## config.mk

```make
export PLATFORM = sky130hd
export DESIGN_NAME = mem_stage_lsu
export DESIGN_NICKNAME = d
export VERILOG_FILES = /design/src/rtl/mem_stage_lsu.sv
export SDC_FILE = /design/constraint.sdc
export NUM_CORES = 1
export LEC_CHECK = 0
export ABC_AREA = 1
export ABC_CLOCK_PERIOD_IN_PS = 1900
export CAP_MARGIN = 20
export CORE_ASPECT_RATIO = 2
export CORE_MARGIN = 2
export CORE_UTILIZATION = 25
export CTS_CLUSTER_DIAMETER = 50
export DETAILED_ROUTE_END_ITERATION = 16
export HOLD_SLACK_MARGIN = 0.12
export PLACE_DENSITY = 0.65
export SLEW_MARGIN = 30
export SYNTH_ARGS = -nofsm -noshare
export SYNTH_HDL_FRONTEND = slang
export SYNTH_SLANG_ARGS = --single-unit
```

## constraint.sdc

```tcl
create_clock -name clk -period 1.9 [get_ports clk]
set_clock_uncertainty 0.2 [all_clocks]
set_input_delay 0.475 -clock clk [delete_from_list [all_inputs] [get_ports clk]]
set_output_delay 0.475 -clock clk [all_outputs]
set_load 0.1 [all_outputs]
```

## src/rtl/mem_stage_lsu.sv

```systemverilog
// Memory-stage load/store unit: drives a req/ack data-memory port from the EX/MEM fields and returns extended load data.
// Optional bus-timeout abort is enabled with `define LSU_TIMEOUT_EN.
module mem_stage_lsu #(
    parameter int TIMEOUT_CYC = 64,
    parameter int CNT_W       = 8
) (
    input  logic        clk,
    input  logic        rst,
    input  logic [2:0]  func3m,
    input  logic        memwr_sgnm,
    input  logic        memrd_sgnm,
    input  logic [31:0] alu_resultm,
    input  logic [31:0] rd_final2m,
    output logic        dmem_req,
    output logic        dmem_we,
    output logic [31:0] dmem_addr,
    output logic [3:0]  dmem_be,
    output logic [31:0] dmem_wdata,
    input  logic        dmem_ack,
    input  logic [31:0] dmem_rdata,
    output logic        stall_m,
    output logic [31:0] load_datam,
    output logic        misalign_m,
    output logic        bus_err_m
);

    typedef enum logic {S_IDLE, S_WAIT} state_t;

    localparam logic [2:0] F3_B  = 3'b000;
    localparam logic [2:0] F3_H  = 3'b001;
    localparam logic [2:0] F3_W  = 3'b010;
    localparam logic [2:0] F3_BU = 3'b100;
    localparam logic [2:0] F3_HU = 3'b101;

    if ((64'd1 << CNT_W) <= 64'(TIMEOUT_CYC)) begin : g_bad_cfg
        $error("mem_stage_lsu: CNT_W too narrow for TIMEOUT_CYC");
    end

    state_t      state;
    logic [2:0]  func3_q;
    logic [1:0]  off_q;
    logic        load_q;

    logic        access;
    logic        misal;
    logic        issue;
    logic        done;
    logic        timeout_hit;
    logic [2:0]  cur_func3;
    logic [1:0]  cur_off;
    logic        cur_load;

    function automatic logic [31:0] extract(input logic [2:0]  f3,
                                            input logic [1:0]  off,
                                            input logic [31:0] rdata);
        logic [31:0] shifted;
        logic [7:0]  b;
        logic [15:0] h;
        shifted = rdata >> {off, 3'b000};
        b       = shifted[7:0];
        h       = off[1] ? rdata[31:16] : rdata[15:0];
        case (f3)
            F3_B:    extract = {{24{b[7]}}, b};
            F3_BU:   extract = {24'd0, b};
            F3_H:    extract = {{16{h[15]}}, h};
            F3_HU:   extract = {16'd0, h};
            default: extract = rdata;
        endcase
    endfunction

    // Illegal funct3 encodings are folded into the misaligned path so they never reach the bus.
    always_comb begin
        misal = 1'b1;
        case (func3m)
            F3_B, F3_BU: misal = 1'b0;
            F3_H, F3_HU: misal = alu_resultm[0];
            F3_W:        misal = (alu_resultm[1:0] != 2'b00);
            default:     misal = 1'b1;
        endcase
    end

    assign access = memwr_sgnm | memrd_sgnm;
    assign issue  = (state == S_IDLE) && access && !misal;

`ifdef LSU_TIMEOUT_EN
    logic [CNT_W-1:0] cnt;
    assign timeout_hit = (state == S_WAIT) && !dmem_ack && (cnt == CNT_W'(TIMEOUT_CYC - 1));
`else
    assign timeout_hit = 1'b0;
    assign bus_err_m   = 1'b0;
`endif

    // The aborting cycle drops the request so stall_m = dmem_req & ~dmem_ack stays exact.
    assign dmem_req = issue || ((state == S_WAIT) && !timeout_hit);
    assign stall_m  = dmem_req && !dmem_ack;
    assign done     = dmem_req && dmem_ack;

    // Same-cycle completion in IDLE uses the live fields; WAIT uses what was captured at issue.
    assign cur_func3 = (state == S_WAIT) ? func3_q : func3m;
    assign cur_off   = (state == S_WAIT) ? off_q   : alu_resultm[1:0];
    assign cur_load  = (state == S_WAIT) ? load_q  : !memwr_sgnm;

    assign dmem_we   = memwr_sgnm;
    assign dmem_addr = {alu_resultm[31:2], 2'b00};

    always_comb begin
        dmem_be    = 4'b1111;
        dmem_wdata = rd_final2m;
        if (memwr_sgnm) begin
            case (func3m[1:0])
                2'b00: begin
                    dmem_be    = 4'b0001 << alu_resultm[1:0];
                    dmem_wdata = {4{rd_final2m[7:0]}};
                end
                2'b01: begin
                    dmem_be    = alu_resultm[1] ? 4'b1100 : 4'b0011;
                    dmem_wdata = {2{rd_final2m[15:0]}};
                end
                default: begin
                    dmem_be    = 4'b1111;
                    dmem_wdata = rd_final2m;
                end
            endcase
        end
    end

    // NOTE: state is updated with non-blocking assignments so every flop samples pre-edge values.
    always_ff @(posedge clk) begin
        if (rst) begin
            state      <= S_IDLE;
            func3_q    <= 3'b000;
            off_q      <= 2'b00;
            load_q     <= 1'b0;
            load_datam <= 32'd0;
            misalign_m <= 1'b0;
        end else begin
            misalign_m <= (state == S_IDLE) && access && misal;

            case (state)
                S_IDLE: begin
                    if (issue && !dmem_ack) begin
                        state   <= S_WAIT;
                        func3_q <= func3m;
                        off_q   <= alu_resultm[1:0];
                        load_q  <= !memwr_sgnm;
                    end
                end
                S_WAIT: begin
                    if (dmem_ack || timeout_hit)
                        state <= S_IDLE;
                end
                default: state <= S_IDLE;
            endcase

            if (done && cur_load)
                load_datam <= extract(cur_func3, cur_off, dmem_rdata);
            else if (timeout_hit)
                load_datam <= 32'd0;
        end
    end

`ifdef LSU_TIMEOUT_EN
    always_ff @(posedge clk) begin
        if (rst) begin
            cnt       <= '0;
            bus_err_m <= 1'b0;
        end else begin
            bus_err_m <= timeout_hit;
            if ((state == S_WAIT) && !dmem_ack && !timeout_hit)
                cnt <= cnt + 1'b1;
            else
                cnt <= '0;
        end
    end
`endif

endmodule

```

# Word-level counts from Yosys, hierarchy flattened

Index checks and enable logic that the tools add are counted.

Register bits after elaboration: 40
Bits of input ports: 104
Output and inout bits: 105
Word-level logic and storage cells: 50

Equality and inequality tests: 8
Shift operators: 2
Multiplexer cells: 14
Bitwise logic cells: 2
Reductions and logical operators: 18

Operators with widths:

| kind                                                              | count |
|---|---|
| 32-bit one-hot mux with 4 select lines                            | 1 |
| 32-bit one-hot mux with 2 select lines                            | 1 |
| 32-bit two-way mux                                                | 1 |
| 32-bit by 5-bit >> shifter with 8-bit output                      | 1 |
| 16-bit two-way mux                                                | 1 |
| 3-bit == test, second input constant                              | 4 |
| 4-bit two-way mux                                                 | 2 |
| 4-bit one-hot mux with 2 select lines                             | 1 |
| 1-bit logical AND                                                 | 7 |
| 3-bit by 1-bit == test with 1-bit output, second input constant   | 2 |
| 3-bit zero test                                                   | 2 |
| 2-bit OR reduction                                                | 2 |
| 1-bit by 2-bit left shift with 4-bit output, first input constant | 1 |
| 3-bit by 2-bit == test with 1-bit output, second input constant   | 1 |
| 1-bit zero test                                                   | 3 |
| 1-bit two-way mux                                                 | 3 |
| 3-bit two-way mux                                                 | 1 |
| 1-bit one-hot mux with 3 select lines                             | 1 |
| 2-bit by 1-bit == test with 1-bit output, second input constant   | 1 |
| 2-bit zero test                                                   | 1 |
| 2-bit two-way mux                                                 | 1 |
| 1-bit one-hot mux with 2 select lines                             | 1 |
| 2-bit AND reduction                                               | 1 |
| 2-bit nonzero test                                                | 1 |
| 3 further kinds                                                   | 3 |

# Depth between registers and ports, before layout

Gate-level depths: netlist of run 1.

Depth in word-level cells: 8
Mapped depth: 11
Gate-level depth less buffers: 10

# Worst setup path after synthesis of run 1

OpenSTA, ideal clock, no wires.

Path kind: input -> output
Start: input port memwr_sgnm
End: output port dmem_wdata[22]
Data arrival time: 3.250 ns
Data required time: 1.225 ns
Setup slack: -2.025 ns
Stages on the path: 6
Path buffers: 2
Cells stage by stage: buf_4 > inv_1 > nor2_1 > inv_1 > clkbuf_1 > o21ai_0

Cells in the longest elaborated chain, start to end: 1

RTL lines:

| item               | line | source |
|---|---|---|
| start: declaration | 10   | `input logic memwr_sgnm,` |
| 32-bit two-way mux | 109  | `if (memwr_sgnm) begin` |
| end: declaration   | 18   | `output logic [31:0] dmem_wdata,` |

No other way between the ends.

# Worst setup path in the final report of run 1

Start: input port func3m[0]
End: output port stall_m

Cells in the longest elaborated chain, start to end: 7
Elaborated cells on any way between the ends: 12
Classes of those cells: 4 x eq/ne; 1 x mux; 7 x reduce/logical

RTL lines:

| item                                                                   | line | source |
|---|---|---|
| start: declaration                                                     | 9    | `input logic [2:0] func3m,` |
| 3-bit by 1-bit == test with 1-bit output, or another cell as far along | 74   | `case (func3m)` |
| 2-bit OR reduction                                                     | 74   |  |
| 1-bit one-hot mux with 3 select lines (*)                              | 74   |  |
| 1-bit zero test (*)                                                    | 83   | `assign issue = (state == S_IDLE) && access && !misal;` |
| 1-bit logical AND (*)                                                  | 83   |  |
| 1-bit logical OR (*)                                                   | 94   | `assign dmem_req = issue \|\| ((state == S_WAIT) && !timeout_hit);` |
| 1-bit logical AND (*)                                                  | 95   | `assign stall_m = dmem_req && !dmem_ack;` |
| end: declaration                                                       | 21   | `output logic stall_m,` |

Every way passes the cells marked *; elsewhere a longest branch is shown, timed or not.

==> PnR_summary.wiki, run 1 <==
{| class="wikitable"
! Metric !! Value
|-
| Run status || finished with violations
|-
| Violated checks || negative setup slack
|-
| Area used by multi-input combinational logic || 2323 µm²
|-
| Layout cell share with drive strength beyond 1 || 37.21%
|-
| I/O pin count || 209
|-
| Post-route minimum period || 2101 ps
|-
| Compound-Gate Fraction of Synth Area || 8.430%
|-
| Worst Setup Path Type || in -> out
|-
| Routed wire length || 12,790 µm
|-
| Reg area || 802.0 µm²
|-
| Count of unresolved DRC violations after routing || 0
|-
| Top fanout value on the critical path || 4
|-
| Diodes inserted || 0
|-
| Core Area || 12,550 µm²
|-
| Synth unique cells || 26
|-
| Max-cap violations || 0
|-
| Max frequency || 476.0 MHz
|-
| Largest family of logic cells by synthesized area || simple AND/OR/NAND/NOR gates
|-
| Hold violation total from the final report || 0
|-
| Starting density of the core || 25.65%
|-
| Area share of and/or/nand/nor cells after synthesis || 44.13%
|-
| Combinational share of power || 56.6%
|-
| Largest net degree at the start of global routing || 49
|-
| PD cells || 626.3 nW/µm²
|-
| Startpoint kind of the worst setup timing path || input port
|-
| Source-to-sink clock delay at the later pin of the worst-skew pair || 290 ps
|-
| Hold Crit Class || reg -> reg
|-
| Cell leakage power || 0.003100 µW
|-
| Setup crit end kind || output port
|-
| Fraction of synthesized area in multiplexers || 0%
|-
| Final count of pins violating max slew || 0
|-
| Peak supply drop || 0.0005103 V
|-
| Final nets || 842
|-
| Internal Pwr Total || 2271 µW
|-
| GRT Overall Usage || 18.62%
|-
| Average cell area after synthesis || 5.630 µm²
|-
| Average vias per placed instance || 4.501
|-
| Number of synthesized flops with an enable pin || 0
|-
| Post-route setup slack || -201.0 ps
|-
| Number of core rows || 58
|-
| Fill cell count || 1,181
|-
| Portion of total power attributed to the clock network || 20.4%
|-
| Switching part of the total power || 44.92%
|-
| Count of H-tree levels built during CTS || 2
|-
| Post-Synthesis Cells || 572
|-
| Number of clock sinks seen by CTS || 40
|-
| Share of power burned in registers || 23.1%
|-
| Area of the die || 13,860 µm²
|-
| Worst setup slack before clock tree synthesis || -753.5 ps
|-
| Drt wl/cell || 14.39 µm
|-
| Synthesized area || 3221 µm²
|-
| Count of nets left with antenna violations after detail routing || 0
|-
| Post-Synth Adder-Cell Area || 0%
|-
| PortBufs || 145
|-
| Most frequent standard cell in the layout excluding fill and tap cells || nand2_1
|-
| Post-CTS clock slew at the launch and capture registers of the worst setup and hold paths || 50 ps
|-
| Detailed-routing iteration count for the pre-antenna-repair pass || 4
|-
| Sequential area share after synthesis || 24.86%
|-
| Count of yosys warnings during synthesis || 0
|-
| Async S/R FF share, synth || 0%
|-
| Quantity of hold-fixing buffers added after cts || 0
|-
| HPWL reported at the end of detailed placement || 10,460 µm
|-
| Worst EP required || 1220 ps
|-
| Largest area contributor in the synthesized netlist || dfxtp_1
|-
| Initial DRC count || 134
|-
| Setup Viol. Count Final || 30
|-
| Number of buffers added by the clock tree synthesis step || 5
|-
| Final Wtd Congestion || 0.8981
|-
| Non-filler instance count after layout || 889
|-
| Unrepaired setup endpoints after global routing || yes
|-
| Vertical extent of the die || 164.5 µm
|-
| Syn-to-layout area delta || 104.4%
|-
| Fin crit share || 110.6%
|-
| Post-Synth XOR/XNOR Area || 0%
|-
| Most instantiated flip-flop cell in the synthesis netlist || dfxtp_1
|-
| Main area contributors after synthesis || dfxtp_1 (25%), nand2_1 (23%), buf_4 (10%)
|-
| Switching component of the power || 1851 µW
|-
| Commonest cells after routing, fill and taps aside || nand2_1 (160), buf_12 (79), nor2_1 (74), buf_4 (60), inv_1 (52)
|-
| Total vias in the final route || 4,001
|-
| Count of state elements after synthesis || 40
|-
| Buffers from clock root to sink, at most || 2
|-
| Final Core Density || 52.42%
|-
| Total gr overflow || 0
|-
| Antenna violations before repair || 0
|-
| Data arrival at the endpoint of the critical path || 1430 ps
|-
| TritonCTS clock tree || done
|-
| Number of instances in the placed design || 872
|-
| First-pass GRT wire length || 20,100 µm
|-
| Post-synth top area share || 24.86%
|-
| Number of global-route vias before repair || 4,099
|-
| Die boundary width || 84.26 µm
|-
| Root buffer cell || clkbuf_16
|}
[layer usage]
layer	global-route usage (%)	vias to the layer above	part of all wire [%]
met3	4.148	58	8.1
met5	0	-	0
li1	-	2030	-
met4	13.93	0	7.3
met1	15.74	1739	28
met2	36.54	174	57
[cell usage after synthesis (3+ instances only)]
cell type / count
nand2_1: 196
dfxtp_1: 40
buf_6: 3
inv_1: 75
nor2_1: 80
o22ai_1: 8
buf_4: 45
clkbuf_1: 11
a21oi_1: 14
buf_2: 5
nand2_2: 7
nand3_1: 45
o21ai_0: 27
[critical path: stages]
cell	delay (ps)
buf_8	110
buf_6	110
nor2_4	100
nand3_2	70
nand2_2	90
nand2_2	70
nand2_4	90
inv_6	40
nor2_4	100
buf_12	180
[sequential cells by signal (all words and copies together), names as in the netlist]
register    cells
misalign_m      1
load_datam     32
load_q          1
func3_q         3
off_q           2
state           1
[cell families (layout without fill, tap and decap cells)]
group | Yosys count | in the layout
other | 1 | 3
DFF | 40 | 40
AOI/OAI and AO/OA | 50 | 50
and+or+nand+nor | 341 | 343
buffers and inverters | 140 | 303
[area by class of cell]
| type | count | area share (%) |
|---|---|---|
| Multi-Input combinational cell | 396 | 35.30 |
| Timing Repair Buffer | 219 | 42.87 |
| Clock inverter | 3 | 0.2852 |
| Sequential cell | 40 | 12.19 |
| Tap cell | 150 | 2.852 |
| Clock buffer | 5 | 1.901 |
| Inverter | 76 | 4.601 |
[power by group through the flow]
stage / registers [µW] / clock network [µW] / logic [µW]
after floorplan: 1260 / 0 / 1380
after global placement: 969 / 0 / 2240
after detailed placement: 970 / 0 / 2250
after CTS: 951 / 874 / 2310
after global routing: 958 / 911 / 2450
final: 950 / 840 / 2330
[final timing paths]
check                  from             to  slack, ps  cells past startpoint
setup / recovery  func3m[0]        stall_m       -200                     10
hold / removal     off_q[0]       off_q[0]        240                      2
setup reg to reg      state  load_datam[9]        120                      9
hold reg to reg    off_q[0]       off_q[0]        240                      2
[what timing repair did]
action | in CTS | in global routing
pin swaps | 28 | 8
resized for setup | 114 | 14
endpoints found under the setup margin | 77 | 58
hold endpoints to repair | 0 | 0
cloned | 0 | 2
setup buffers | 5 | 2
[per-stage QoR]
stage | cell area, µm² | hold slack (ps) | power [µW] | setup TNS [ps]
after floorplan | 3720 | 224.0 | 2641 | -6638
after global placement | 6128 | 231.1 | 3213 | -40270
after detailed placement | 6128 | 233.7 | 3224 | -41330
after CTS | 6476 | 242.7 | 4135 | -4433
after global routing | 6581 | 272.0 | 4319 | -5367
final | 6581 | 240.4 | 4122 | -4097
Note: power is estimated with default switching activity, not from simulation.
==> run 2, diff against run 1 <==
--- a/config.mk
+++ b/config.mk
@@ -13,7 +13,7 @@
 export CORE_UTILIZATION = 25
 export CTS_CLUSTER_DIAMETER = 50
 export DETAILED_ROUTE_END_ITERATION = 16
-export HOLD_SLACK_MARGIN = 0.12
+export HOLD_SLACK_MARGIN = 0.03
 export PLACE_DENSITY = 0.65
 export SLEW_MARGIN = 30
 export SYNTH_ARGS = -nofsm -noshare
==> results of run 2 <==
The final DEF is identical to that of run 1; final timing and power are the same.
==> run 3, diff against run 2 <==
--- a/config.mk
+++ b/config.mk
@@ -7,7 +7,6 @@
 export LEC_CHECK = 0
 export ABC_AREA = 1
 export ABC_CLOCK_PERIOD_IN_PS = 1900
-export CAP_MARGIN = 20
 export CORE_ASPECT_RATIO = 2
 export CORE_MARGIN = 2
 export CORE_UTILIZATION = 25
==> results of run 3 <==
The final DEF is identical to that of run 1; final timing and power are the same.
